`src/rtl/addertree_reduce_ctrl.sv`:
```
// Sequences a long signed-vector reduction through one shared combinational AdderTree,
// accumulating registered chunk sums and returning a full-width and a saturated total.
module addertree_reduce_ctrl #(
  parameter int ELEMENTS   = 8,
  parameter int WIDTH      = 8,
  parameter int TREE_W     = WIDTH + $clog2(ELEMENTS),
  parameter int MAX_CHUNKS = 256,
  parameter int ACC_W      = 24
) (
  input  logic                                clk_in,
  input  logic                                rst_n_in,
  input  logic                                start_in,
  input  logic [$clog2(MAX_CHUNKS+1)-1:0]     num_chunks_in,
  output logic                                busy_out,
  input  logic [ELEMENTS-1:0][WIDTH-1:0]      chunk_in,
  input  logic                                chunk_valid_in,
  output logic                                chunk_ready_out,
  output logic [ELEMENTS-1:0][TREE_W-1:0]     tree_vec_out,
  input  logic [TREE_W-1:0]                   tree_sum_in,
  output logic                                result_valid_out,
  input  logic                                result_ready_in,
  output logic [ACC_W-1:0]                    result_out,
  output logic [WIDTH-1:0]                    result_sat_out,
  output logic                                sat_flag_out
);

  localparam int CNT_W = $clog2(MAX_CHUNKS + 1);

  localparam logic [1:0] S_IDLE  = 2'd0;
  localparam logic [1:0] S_RUN   = 2'd1;
  localparam logic [1:0] S_DRAIN = 2'd2;
  localparam logic [1:0] S_DONE  = 2'd3;

  localparam logic signed [ACC_W-1:0] SAT_MAX = ACC_W'((1 << (WIDTH - 1)) - 1);
  localparam logic signed [ACC_W-1:0] SAT_MIN = ~SAT_MAX;

  logic [1:0]                       state_q, state_d;
  logic [ACC_W-1:0]                 acc_q, acc_d;
  logic [CNT_W-1:0]                 remaining_q, remaining_d;
  logic                             stage_valid_q, stage_valid_d;
  logic [ELEMENTS-1:0][TREE_W-1:0]  tree_vec_q, tree_vec_d;
  logic [CNT_W-1:0]                 num_clamped;
  logic                             sat_hi, sat_lo;

  assign num_clamped = (num_chunks_in > CNT_W'(MAX_CHUNKS)) ? CNT_W'(MAX_CHUNKS) : num_chunks_in;

  always_comb begin
    state_d       = state_q;
    acc_d         = acc_q;
    remaining_d   = remaining_q;
    stage_valid_d = 1'b0;
    tree_vec_d    = tree_vec_q;

    // The tree output always belongs to the chunk registered on the previous handshake.
    if (stage_valid_q) begin
      acc_d = acc_q + {{(ACC_W-TREE_W){tree_sum_in[TREE_W-1]}}, tree_sum_in};
    end

    case (state_q)
      S_IDLE: begin
        if (start_in) begin
          acc_d = '0;
          if (num_clamped == '0) begin
            state_d = S_DONE;
          end else begin
            remaining_d = num_clamped;
            state_d     = S_RUN;
          end
        end
      end
      S_RUN: begin
        if (chunk_valid_in) begin
          for (int i = 0; i < ELEMENTS; i++) begin
            tree_vec_d[i] = {{(TREE_W-WIDTH){chunk_in[i][WIDTH-1]}}, chunk_in[i]};
          end
          stage_valid_d = 1'b1;
          remaining_d   = remaining_q - CNT_W'(1);
          if (remaining_q == CNT_W'(1)) begin
            state_d = S_DRAIN;
          end
        end
      end
      S_DRAIN: begin
        state_d = S_DONE;
      end
      S_DONE: begin
        if (result_ready_in) begin
          state_d = S_IDLE;
        end
      end
      default: begin
        state_d = S_IDLE;
      end
    endcase
  end

  always_ff @(posedge clk_in or negedge rst_n_in) begin
    if (!rst_n_in) begin
      state_q       <= S_IDLE;
      acc_q         <= '0;
      remaining_q   <= '0;
      stage_valid_q <= 1'b0;
      tree_vec_q    <= '0;
    end else begin
      state_q       <= state_d;
      acc_q         <= acc_d;
      remaining_q   <= remaining_d;
      stage_valid_q <= stage_valid_d;
      tree_vec_q    <= tree_vec_d;
    end
  end

  always_comb begin
    sat_hi = $signed(acc_q) > SAT_MAX;
    sat_lo = $signed(acc_q) < SAT_MIN;
    if (sat_hi) begin
      result_sat_out = SAT_MAX[WIDTH-1:0];
    end else if (sat_lo) begin
      result_sat_out = SAT_MIN[WIDTH-1:0];
    end else begin
      result_sat_out = acc_q[WIDTH-1:0];
    end
  end

  assign sat_flag_out     = sat_hi | sat_lo;
  assign result_out       = acc_q;
  assign tree_vec_out     = tree_vec_q;
  assign busy_out         = (state_q != S_IDLE);
  assign chunk_ready_out  = (state_q == S_RUN);
  assign result_valid_out = (state_q == S_DONE);

endmodule

```
`config.mk`:
```
export PLATFORM = sky130hd
export DESIGN_NAME = addertree_reduce_ctrl
export DESIGN_NICKNAME = d
export VERILOG_FILES = /design/src/rtl/addertree_reduce_ctrl.sv
export SDC_FILE = /design/constraint.sdc
export NUM_CORES = 1
export LEC_CHECK = 0
export ABC_AREA = 1
export BUFFER_PORTS_ARGS = -buffer_cell sky130_fd_sc_hd__buf_4
export CORE_ASPECT_RATIO = 0.75
export CORE_MARGIN = 10
export CORE_UTILIZATION = 38
export DETAILED_ROUTE_END_ITERATION = 8
export HOLD_SLACK_MARGIN = 0.15
export SYNTH_ARGS = -nofsm -noshare
export SYNTH_HDL_FRONTEND = slang
export SYNTH_SLANG_ARGS = --single-unit
```
`constraint.sdc`:
```
create_clock -name clk_in -period 2.3 [get_ports clk_in]
set_input_delay 0.345 -clock clk_in [delete_from_list [all_inputs] [get_ports clk_in]]
set_output_delay 0.345 -clock clk_in [all_outputs]
set_load 0.02 [all_outputs]
```
# --- Word level (Yosys, flattened, before mapping) ---
# Cells that the tools add are included.
word_totals:
  word_cells: 52
  ff_bits: 100
  input_bits: 89
  out_inout_bits: 124
classes:
  reduce_logical: 7
  n_lt_le_gt_ge: 3
  n_bitwise: 1
  add_sub_neg: 2
  n_mux: 18
  eq_ne: 9
op_table:
  columns: ["operator", "n"]
  rows:
  - ["2-to-1 mux 24 bit", 3]
  - ["2-to-1 mux 9 bit", 4]
  - ["adder 24 bit", 1]
  - ["> comparator 24 x 8 -> 1 bit (second input constant)", 1]
  - ["< comparator 24 x 8 -> 1 bit (second input constant)", 1]
  - ["case mux 9 bit (2 select lines)", 1]
  - ["2-to-1 mux 8 bit", 2]
  - ["2-to-1 mux 2 bit", 5]
  - ["== test 9 x 1 -> 1 bit (second input constant)", 1]
  - ["> comparator 9 bit (second input constant)", 1]
  - ["logical NOT 9 bit", 1]
  - ["subtractor 9 x 1 -> 9 bit (second input constant)", 1]
  - ["case mux 2 bit (4 select lines)", 1]
  - ["AND reduction 4 bit", 2]
  - ["!= test 2 bit (second input constant)", 3]
  - ["== test 2 bit (second input constant)", 2]
  - ["!= test 2 x 1 -> 1 bit (second input constant)", 2]
  - ["nonzero test 2 bit", 2]
  - ["== test 2 x 1 -> 1 bit (second input constant)", 1]
  - ["logical NOT 2 bit", 1]
  - ["2-to-1 mux 1 bit", 2]
  - ["AND reduction 2 bit", 1]
  - ["bitwise OR 1 bit", 1]

# --- Longest topological paths before layout ---
depth:
  ltp_word: 6
  ltp_mapped: 13
  depth_no_buf: 13

# --- Worst setup path after synthesis ---
# Ideal clock, no wire load.
synth_path:
  kind: "register to register"
  start: "register acc_q[0], in the netlist result_out[0]"
  end: "register acc_q[14], in the netlist result_out[14]"
  setup_time_ps: 120
  path_slack_ps: 399
  n_path_buf: 0
  required_time_ps: 2180
  stages_incl_launch_ff: 13
  period_less_slack_ps: 1901
  arrival_ps: 1781
  cell_sequence: "dfrtp_1 ha_1 fa_1 nand2_1 nand2_1 nand3_1 nand2_1 nand3_1 nand2_1 nand2_1 nand2_1 o21ai_0 inv_1"
synth_via:
  elab_chain_cells: 4
synth_rtl:
  columns: ["element", "line", "rtl"]
  rows:
  - ["from (decl)", "38", "logic [ACC_W-1:0] acc_q, acc_d;"]
  - ["from (signal assigned)", "100", "acc_q <= '0;"]
  - ["from (signal assigned)", "106", "acc_q <= acc_d;"]
  - ["adder 24 bit (*)", "56", "acc_d = acc_q + {{(ACC_W-TREE_W){tree_sum_in[TREE_W-1]}}, tree_sum_in};"]
  - ["2-to-1 mux 24 bit (*)", "55", "if (stage_valid_q) begin"]
  - ["2-to-1 mux 24 bit", "61", "if (start_in) begin"]
  - ["2-to-1 mux 24 bit (*)", "59", "case (state_q)"]
  - ["named net acc_d[14]", "38", null]
# The timed path passes the listed nets; every way through them passes the cells marked *.
# A chain may end at the register's enable or synchronous reset.

# --- Final worst setup path ---
layout_path:
  start: "register acc_q[22], in the netlist result_out[22]"
  end: "output port result_sat_out[2]"
layout_via:
  elab_chain_cells: 3
  elab_cells_between_ends: 4
  cone_classes: "order compare (2); mux (2)"
layout_rtl:
  columns: ["element", "line", "rtl"]
  rows:
  - ["< comparator 24 x 8 -> 1 bit", "115", "sat_lo = $signed(acc_q) < SAT_MIN;"]
  - ["2-to-1 mux 8 bit", "118", "end else if (sat_lo) begin"]
  - ["2-to-1 mux 8 bit (*)", "116", "if (sat_hi) begin"]
  - ["to (decl)", "23", "output logic [WIDTH-1:0] result_sat_out,"]
# Every way passes the cells marked *; elsewhere a longest branch is shown, timed or not.

==> flow_summary.rst <==
.. list-table::
   :header-rows: 1

   * - Metric
     - Value
   * - Slowest cell on the critical path
     - dfrtp_1
   * - Path type of the worst min-delay path
     - input pin to flop
   * - Horizontal extent of the die
     - 170 um
   * - Required arrival time at the worst endpoint
     - 1.96 ns
   * - Top-Level Pins
     - 213
   * - Count of mapped cells out of synthesis
     - 946
   * - Area grow syn2layout
     - 31.2%
   * - Sum Neg Setup Slack
     - 0 ns
   * - WS Path Type
     - flop to output port
   * - Fraction of the cycle the final worst path needs
     - 94.4%
   * - Global-route total usage across every layer
     - 17.9%
   * - Distinct cell type count after synthesis
     - 39
   * - Unrepaired setup endpoints after global routing
     - no
   * - Cell Chain, Critical Path
     - nor4_2, nand4_1, nand2_2, a21oi_1, buf_4
   * - Initial DRT Pass Iterations
     - 5
   * - Clock slew seen by the registers of the worst setup and hold paths
     - 0.07 ns
   * - Filler Cell Count
     - 1694
   * - Via Count
     - 6234
   * - Synthesis Warnings
     - 0
   * - Number of placement rows
     - 40
   * - H-tree lvl count
     - 3
   * - Nets@finish
     - 1252
   * - Primary flip-flop cell chosen by synthesis mapping
     - dfrtp_1
   * - CP startpoint kind
     - flop
   * - Slew at the pin closest to its max-slew limit
     - 0.596 ns
   * - Start point of the critical path
     - result_out[22]
   * - Count of input and output buffers
     - 212
   * - Worst-case vdd ir drop
     - 0.696 mV
   * - Delay of the slowest critical-path stage
     - 0.45 ns
   * - Worst Hold Launch
     - chunk_in[20]
   * - Share of post-route cells with drive strength above 1
     - 23.8%
   * - Area of the core region
     - 0.0163 mm2
   * - Number of vias per cell
     - 4.63
   * - Leakage component of the power
     - 0.00483 uW
   * - Clk root buf
     - clkbuf_16
   * - Pre-CTS WS
     - 0.185 ns
   * - EDFF count, synth
     - 0
   * - Critical path data arrival time
     - 1.83 ns
   * - DRT iter0 DRCs
     - 441
   * - Average size of a mapped cell
     - 6.76 um2
   * - Final clock skew
     - 0.0114 ns
   * - Num CTS Buffers
     - 9
   * - Residual overflow from global routing
     - 0
   * - Sinks on the clock net
     - 100
   * - Synth Net Count
     - 1066
   * - Die footprint
     - 0.0225 mm2
   * - Seq cells post-synth
     - 100
   * - Die height
     - 132 um
   * - Initial core utilization
     - 39.3%
   * - Maximum root-to-sink buffer count
     - 2
   * - Minimum setup slack in the final design
     - 0.130 ns
   * - Wire per inst
     - 15.2 um
   * - Max-cap viol count
     - 0
   * - Share of synthesized registers carrying an async set or reset
     - 100%
   * - Post-route antenna net violation count
     - 0
   * - Final max-slew violation count
     - 0
   * - Reg2reg start
     - result_out[0]
   * - Minimum clock period
     - 2.17 ns
   * - DP HPWL
     - 16100 um
   * - DRC
     - 0
   * - Antenna diode count
     - 0
   * - Setup violators final
     - 0
   * - Total standard cell area after synthesis
     - 0.00640 mm2
   * - Global-route wire length before repair
     - 32700 um
   * - Share of the yosys chip area belonging to registers
     - 39.1%
   * - Insertion delay of the later-clocked pin in the worst-skew pair
     - 0.35 ns
   * - Status
     - finished, final reports clean
   * - Gpl congestion
     - 0.891
   * - Largest fanout on the critical path
     - 8
   * - Final hold violations
     - 0
   * - Worst max-slew margin expressed relative to the limit
     - 60.3%
   * - Leading cell type in the layout, fill and taps excluded
     - nand2_1
   * - Maximum number of pins on one net before global-route repair
     - 101
   * - Total wire length
     - 20500 um
   * - Clock tree from TritonCTS
     - done
   * - CP Capture Type
     - output port
   * - Most used cells in the layout excluding fill and tap cells
     - nand2_1, buf_4, inv_1
   * - Via count of the first global-routing pass
     - 5980
   * - Number of antenna violations at the first check in global routing
     - 0
   * - P per Cell Area
     - 1450 mW/mm2
   * - Maximum clock frequency
     - 461 MHz
==> report_power, final <==
group          total [uW]  leakage, uW  switching (uW)  internal [uW]
registers            3250      0.00125             685           2560
logic                7390      0.00344            4590           2800
clock network        1510     0.000142             725            784
==> state kept, by name, indices dropped and copies added, names as in the netlist <==
signal         flops
stage_valid_q      1
tree_vec_out      64
remaining_q        9
result_out        24
state_q            2
==> logic make-up (layout without fill, tap and decap cells) <==
group,after synthesis,count (layout),share of synthesized area (%)
AO/OA/AOI/OAI,61,61,5.65
XOR/XNOR,7,7,0.958
adder cells (fa/ha/maj),31,31,6.18
buffers and inverters,176,367,12.2
flip-flops,100,100,39.1
AND/OR/NAND/NOR,571,571,35.9
==> final cells by class <==
cell class	instances	area [um2]	share of cell area (%)
flip-flops and latches	100	2500	29.8
inverters	128	483	5.75
repair buffers	223	1700	20.3
clock buffers	10	239	2.85
multi-input cells	670	3150	37.5
clock inverters	6	53.8	0.641
well taps	210	263	3.13
==> critical path: cells and delay by family, from the launching register on <==
| kind | cells | cell delay (ns) |
|---|---|---|
| compound gates | 1 | 0.11 |
| simple gates | 3 | 0.75 |
| flops | 1 | 0.45 |
| buf+inv | 1 | 0.17 |
==> worst paths after layout <==
path,endpoint,slack [ns],cells after the start
min in group asynchronous,result_out[4],0.56,3
max in group asynchronous,result_out[18],1.24,3
max reg2reg,result_out[12],0.21,12
min,tree_vec_out[26],0.19,3
max,result_sat_out[2],0.13,5
min reg2reg,tree_vec_out[48],0.48,2
==> timing repair <==
action                     CTS  global route
pin swaps                    0             0
setup buffers                0             0
hold buffers                 1             0
setup endpoints to repair    8             8
hold endpoints to repair   100             0
resized for setup            3             5
==> synthesized netlist by cell type (3+ instances only) <==
| cell | number | area (um2) |
|---|---|---|
| buf_1 | 5 | 18.8 |
| nand3_1 | 49 | 245 |
| o21ai_1 | 3 | 15.0 |
| clkbuf_1 | 9 | 33.8 |
| buf_4 | 24 | 180 |
| nand4_1 | 9 | 56.3 |
| ha_1 | 30 | 375 |
| o21ai_2 | 5 | 43.8 |
| xor2_1 | 6 | 52.6 |
| o211ai_1 | 5 | 37.5 |
| nor2_2 | 4 | 25.0 |
| nor3_1 | 8 | 40.0 |
| nand2_1 | 410 | 1540 |
| nor2_1 | 75 | 282 |
| inv_1 | 123 | 462 |
| o21ai_0 | 19 | 95.1 |
| dfrtp_1 | 100 | 2500 |
| nand2_2 | 4 | 25.0 |
| nor4_1 | 4 | 25.0 |
| a21oi_1 | 22 | 110 |
| inv_2 | 3 | 11.3 |
| buf_2 | 8 | 40.0 |
==> per-stage QoR <==
stage | area [um2] | util (%) | cells | total power (uW) | hold WS [ns]
after global routing | 8400 | 51.6 | 1347 | 13200 | 0.173
final | 8400 | 51.6 | 1347 | 12100 | 0.188
after floorplan | 6400 | - | 946 | 8020 | 0.0494
after CTS | 8380 | 51.5 | 1347 | 12200 | 0.171
after global placement | 8060 | 49.5 | 1330 | 10600 | 0.459
after detailed placement | 8060 | 49.5 | 1330 | 10700 | 0.462
==> layer usage <==
layer | track usage [%] | vias to the layer above | routed length [um]
li1 | - | 3260 | -
met1 | 25.8 | 2788 | 10100
met2 | 25.9 | 179 | 8740
met3 | 5.15 | 7 | 1590
met4 | 3.11 | 0 | 129
met5 | 0 | - | 0
Note: power is estimated with default switching activity, not from simulation.
